$ cat src/rtl/onchip_mem_arbiter.sv
// onchip_mem_arbiter: shares one single-port 2048x32 RAM between the instruction and data masters.
// Optional build macro ONCHIP_MEM_ARB_ROUND_ROBIN_EN selects round-robin arbitration instead of fixed data priority.
module onchip_mem_arbiter #(
    parameter int ADDR_WIDTH = 11,
    parameter int DATA_WIDTH = 32,
    parameter int BE_WIDTH   = 4
) (
    input  logic                  clk,
    input  logic                  reset,
    input  logic [ADDR_WIDTH-1:0] i_address,
    input  logic                  i_read,
    output logic                  i_waitrequest,
    output logic [DATA_WIDTH-1:0] i_readdata,
    output logic                  i_readdatavalid,
    input  logic [ADDR_WIDTH-1:0] d_address,
    input  logic                  d_read,
    input  logic                  d_write,
    input  logic [BE_WIDTH-1:0]   d_byteenable,
    input  logic [DATA_WIDTH-1:0] d_writedata,
    output logic                  d_waitrequest,
    output logic [DATA_WIDTH-1:0] d_readdata,
    output logic                  d_readdatavalid,
    output logic [ADDR_WIDTH-1:0] mem_address,
    output logic [BE_WIDTH-1:0]   mem_byteenable,
    output logic                  mem_chipselect,
    output logic                  mem_write,
    output logic [DATA_WIDTH-1:0] mem_writedata,
    output logic                  mem_clken,
    input  logic [DATA_WIDTH-1:0] mem_readdata
);
    logic                  i_req, d_req, grant_i, grant_d;
    logic                  pend_i_q, pend_i_d, pend_d_q, pend_d_d;
    logic [ADDR_WIDTH-1:0] addr_q, addr_d;
    logic [BE_WIDTH-1:0]   be_q, be_d;
    logic [DATA_WIDTH-1:0] wdata_q, wdata_d;
`ifdef ONCHIP_MEM_ARB_ROUND_ROBIN_EN
    logic                  last_d_q, last_d_d;
`endif

    // Requests are masked during reset so no grant, waitrequest or RAM access escapes while it is held.
    always_comb begin
        i_req = i_read & ~reset;
        d_req = (d_read | d_write) & ~reset;
`ifdef ONCHIP_MEM_ARB_ROUND_ROBIN_EN
        grant_d  = d_req & (~i_req | ~last_d_q);
        last_d_d = grant_d ? 1'b1 : (i_req ? 1'b0 : last_d_q);
`else
        grant_d  = d_req;
`endif
        grant_i  = i_req & ~grant_d;
        pend_i_d = grant_i;
        pend_d_d = grant_d & d_read & ~d_write;
        addr_d   = grant_i ? i_address : (grant_d ? d_address : addr_q);
        be_d     = grant_i ? {BE_WIDTH{1'b1}} : (grant_d ? d_byteenable : be_q);
        wdata_d  = grant_d ? d_writedata : wdata_q;
    end

    // Drive the RAM port and route returned read data only to the master whose read is pending.
    always_comb begin
        i_waitrequest   = i_req & ~grant_i;
        d_waitrequest   = d_req & ~grant_d;
        mem_chipselect  = grant_i | grant_d;
        mem_write       = grant_d & d_write;
        mem_address     = addr_d;
        mem_byteenable  = be_d;
        mem_writedata   = wdata_d;
        mem_clken       = ~reset;
        i_readdatavalid = pend_i_q;
        d_readdatavalid = pend_d_q;
        i_readdata      = pend_i_q ? mem_readdata : '0;
        d_readdata      = pend_d_q ? mem_readdata : '0;
    end

    // Pending-read flags, held RAM-port values and arbitration history.
    always_ff @(posedge clk or posedge reset) begin
        if (reset) begin
            pend_i_q <= 1'b0;
            pend_d_q <= 1'b0;
            addr_q   <= '0;
            be_q     <= '0;
            wdata_q  <= '0;
`ifdef ONCHIP_MEM_ARB_ROUND_ROBIN_EN
            last_d_q <= 1'b0;
`endif
        end else begin
            pend_i_q <= pend_i_d;
            pend_d_q <= pend_d_d;
            addr_q   <= addr_d;
            be_q     <= be_d;
            wdata_q  <= wdata_d;
`ifdef ONCHIP_MEM_ARB_ROUND_ROBIN_EN
            last_d_q <= last_d_d;
`endif
        end
    end
endmodule

$ cat config.mk
export PLATFORM = sky130hd
export DESIGN_NAME = onchip_mem_arbiter
export DESIGN_NICKNAME = d
export VERILOG_FILES = /design/src/rtl/onchip_mem_arbiter.sv
export SDC_FILE = /design/constraint.sdc
export NUM_CORES = 1
export LEC_CHECK = 0
export ABC_AREA = 1
export BUFFER_PORTS_ARGS = -buffer_cell sky130_fd_sc_hd__clkbuf_2
export CORE_MARGIN = 5
export CORE_UTILIZATION = 40
export CTS_BUF_LIST = sky130_fd_sc_hd__clkbuf_4 sky130_fd_sc_hd__clkbuf_8
export DETAILED_ROUTE_END_ITERATION = 6
export GPL_ROUTABILITY_DRIVEN = 0
export PLACE_DENSITY = 0.83
export RECOVER_POWER = 100
export SKIP_CTS_REPAIR_TIMING = 1
export SLEW_MARGIN = 20
export SYNTH_ARGS = -nofsm -noshare
export SYNTH_HDL_FRONTEND = slang
export SYNTH_SLANG_ARGS = --single-unit
$ cat constraint.sdc
create_clock -name clk -period 2.6 [get_ports clk]
set_input_delay 0.52 -clock clk [delete_from_list [all_inputs] [get_ports clk]]
set_output_delay 0.52 -clock clk [all_outputs]
set_load 0.005 [all_outputs]
=== After elaboration in Yosys (flattened, before gate mapping) ===
Index checks and enable logic that the tools add are counted.

* Output and inout port bits: 118
* Bits in registers: 49
* Word-level logic and storage cells: 25
* Bits of input ports: 95

* Muxes and demuxes: 7
* Bitwise gates (word level): 13

{| class="wikitable"
|+ Operators by type and width
! kind !! number
|-
| $mux W32 || 3
|-
| $mux W11 || 2
|-
| $mux W4 || 2
|-
| $and A1 B1 Y1 || 7
|-
| $not A1 Y1 || 4
|-
| $or A1 B1 Y1 || 2
|}

=== Depth between registers and ports, before layout ===
* Depth after elaboration: 6
* Mapped depth: 7
* Mapped depth without buffers: 5

=== Least setup slack after synthesis ===
No wires, ideal clock.

* Path type: input to output
* From: input reset
* To: output mem_address[1]
* Arrival: 1.689 ns
* Required time: 2.080 ns
* Slack: 0.391 ns
* Stages on the path: 4
* Buffers on the path: 1
* Cells stage by stage: inv_2 > buf_2 > nand4_1 > nand3_1

* Longest elaborated chain between the ends: 5
* Elaborated cells on any way between the ends: 7
* Those cells by class: mux: 2; bitwise: 5

{| class="wikitable"
|+ Ends and longest elaborated chain
! element !! line !! RTL
|-
| from (decl) || 9 || <nowiki>input logic reset,</nowiki>
|-
| $not A1 Y1 * || -- ||
|-
| via mem_clken || 28 || <nowiki>output logic mem_clken,</nowiki>
|-
| $and A1 B1 Y1 || 43 || <nowiki>d_req = (d_read | d_write) & ~reset;</nowiki>
|-
| $not A1 Y1 || -- ||
|-
| $and A1 B1 Y1 || 50 || <nowiki>grant_i = i_req & ~grant_d;</nowiki>
|-
| $mux W11 * || 53 || <nowiki>addr_d = grant_i ? i_address : (grant_d ? d_address : addr_q);</nowiki>
|-
| to (decl) || 23 || <nowiki>output logic [ADDR_WIDTH-1:0] mem_address,</nowiki>
|}

Mark *: on every way through the listed nets, which the timed path passes. The rest lies on a longest branch.

=== Worst setup path in the final report ===
* From: input reset
* To: output mem_address[2]

* Longest elaborated chain between the ends: 5
* Elaborated cells on any way between the ends: 7
* Those cells by class: mux: 2; bitwise: 5

{| class="wikitable"
|+ Ends and longest elaborated chain
! element !! line
|-
| $not A1 Y1 * || 42, 43
|-
| $and A1 B1 Y1 || 43
|-
| $not A1 Y1 || --
|-
| $and A1 B1 Y1 || 50
|-
| $mux W11 * || 53
|}

Mark *: on every way between the ends. The rest lies on a longest branch, timed or not.

==> metrics <==
ys async rst share between 90% and 100%; initial antenna violation count 0; final wirelength ~8500 um; vias in the first global route 2856; first-pass GRT wire length around 13000 um; Slew Limit Fails 0; Slew HR 60.21%; fin area around 0.0036 mm^2; LEAKAGE about 2.5 nW; dpl cells ~640; Clock transition at path regs approximately 0.090 ns; mapped cell area roughly 0.0025 mm^2; CP most frequent cell nand2_1; Vias/cell 4.537; Final period util a little over four fifths; number of setup violations in the final report 0; Post-Route Setup TNS 0 ns; initial drt markers 94; Core Rows 29; Combinational Power Share 25.2%; top cell type by total area after synthesis dfrtp_1; Worst setup SP type input pin; largest net degree at the start of global routing 43; number of port buffers roughly 210; Critical Path Sink Type output pin; Psw 0.5266 mW; Max Clock Freq ~450 MHz; layout cell share with drive strength beyond 1 26.18%; CP top delay family buffers and inverters; Initial Utilization between 40 and 50%; CTS tree built; # DRC 0; gr usage total about 20%; setup ws final a little under 0.4 ns; RSZ-0062 raised after global routing false; Placed Area ~0.0037 mm^2; most frequent cells after synthesis 184 x nand2_1, 67 x inv_1, 49 x dfrtp_1, 26 x nand3_1, 11 x nand4_1; Nets between 600 and 700; internal power about 1.2 mW; max_cap viols 0; total grt overflow 0; most common cell in the netlist nand2_1; clk buf depth 2; Main synth FF type dfrtp_1; critical path type input pin to output pin; Reg2Reg Depth 2; # IOs around 210; drt pass-1 iters 4; switching share of total power 29.68%; syn nets 460; Vias between 2000 and 3000; ANT nets after route 0; Die Span X about 89 um; WL per Instance ~13 um; critical path arrival 1.69 ns; Post-synth EDFFs 0; crit path max fanout 32; pre-CTS WS roughly 0.43 ns; Core Footprint approximately 0.0062 mm^2; Pwr Density between 400 and 500 mW/mm^2; critical-path cell list clkbuf_1, inv_1, nand2_1, nand2_1, buf_4, nand2_1, nand3_1, clkbuf_1; Seq cells post-synth 49; Avg Inst Size Synth a little under 7 um^2; Synth cell types 14; # diodes 0; Worst-Margin Slew approximately 0.60 ns; Synth Warn # 0; # fillers 650; Layout Cells excl Fill 650; worst clock skew 0 ns; clk_lat worst skew around 0.29 ns; Mapped Cells roughly 370; endpoints failing hold 0; outcome finished, final reports clean; worst vdd ir approximately 0.00035 V; hpwl dp 7048 um; die footprint approximately 0.0080 mm^2; Root Buffer clkbuf_8; Clock power frac about a quarter; Total Power about 1.8 mW; Synth area leaders dfrtp_1 49%, nand2_1 27%, inv_1 10%; CTS Buf Count 5; Die Height about 89 um; worst flop-to-flop path endpoint addr_q[2]; post-synth top area share between 40% and 50%; Sink Count around 50; Worst setup startpoint reset; Reg2Reg Setup Slack 1.87 ns; Final min period approximately 2.2 ns; Area growth syn-to-layout 44.57%; worst hold path class input pin to asynchronous set/reset pin; Sequential Power Share around half; crit path buf inv count 4; Critical Path RT between 2 and 2.5 ns; origin of the critical flop-to-flop path addr_q[2]; crit path max-delay cell type buf_4; slowest cell delay on critical path around 0.31 ns; H-tree levels 2; Seq/Total Area, Yosys 48.64%
[logic make-up (layout without fill, tap and decap cells)]
group | Yosys count | in the layout | share of synthesized area (%)
and+or+nand+nor | 225 | 225 | 35.98
buffers and inverters | 89 | 297 | 14.89
DFF | 49 | 49 | 48.64
other | 1 | 1 | 0.1487
AOI/OAI and AO/OA | 1 | 1 | 0.3475
[placed cells by master, fill, tap and decap left out]
cell type | netlist | routed
buf_12 | 0 | 2
buf_4 | 2 | 6
clkbuf_1 | 7 | 80
clkbuf_2 | 0 | 133
clkbuf_4 | 0 | 2
clkbuf_8 | 0 | 5
clkinvlp_4 | 0 | 1
conb_1 | 1 | 1
dfrtp_1 | 49 | 49
inv_1 | 67 | 68
nand2_1 | 184 | 185
nand3_1 | 26 | 26
nand4_1 | 11 | 11
nor2_1 | 3 | 3
o21ai_4 | 0 | 1
[sequential cells by signal (all words and copies together), names as in the netlist]
register	count
addr_q	11
be_q	4
d_readdatavalid	1
i_readdatavalid	1
wdata_q	32
[how the worst max path moves through the flow]
stage / end / slack [ns] / depth (start not counted)
floorplan: mem_address[1] / 0.39 / 4
global placement: mem_address[0] / 0.50 / 6
detailed placement: mem_address[0] / 0.43 / 6
CTS: mem_address[0] / 0.43 / 6
global route: mem_address[9] / 0.21 / 6
finish: mem_address[2] / 0.39 / 8
[final cells by class]
class	count	area (um^2)	share of cell area, %
clock buffer	7	83.83	2.300
clock inverter	1	7.507	0.2060
inverter	68	255.2	7.003
multi-input combinational	227	924.6	25.37
sequential	49	1226	33.64
tap	77	96.34	2.643
timing repair buffer	221	1051	28.84
[worst min-delay path, cell delays in order]
cell	delay, ns
clkbuf_1	0.08
inv_1	0.18
buf_4	0.31
[power groups by stage]
stage | registers [mW] | clock network [mW] | logic, mW
2_1_floorplan | 0.888 | 0 | 0.222
3_3_place_gp | 0.891 | 0 | 0.470
3_5_place_dp | 0.895 | 0 | 0.480
4_1_cts | 0.880 | 0.461 | 0.482
5_1_grt | 0.888 | 0.489 | 0.512
6_report | 0.879 | 0.447 | 0.448
[metal layers]
metal | vias up | part of all wire (%) | GRT usage [%]
li1 | 1480 | - | -
met1 | 1297 | 36 | 21.76
met2 | 160 | 50 | 37.64
met3 | 12 | 13 | 6.544
met4 | 0 | 1.8 | 6.901
met5 | - | 0 | 0
[through the flow]
step	hold WS (ns)	utilization (%)
detailed placement	0.4612	58.66
finish	0.4154	58.40
global route	0.4329	58.40
floorplan	0.4656	-
CTS	0.3275	60.12
global placement	0.4607	58.66
No activity file was read; power rests on OpenSTA's default activity.
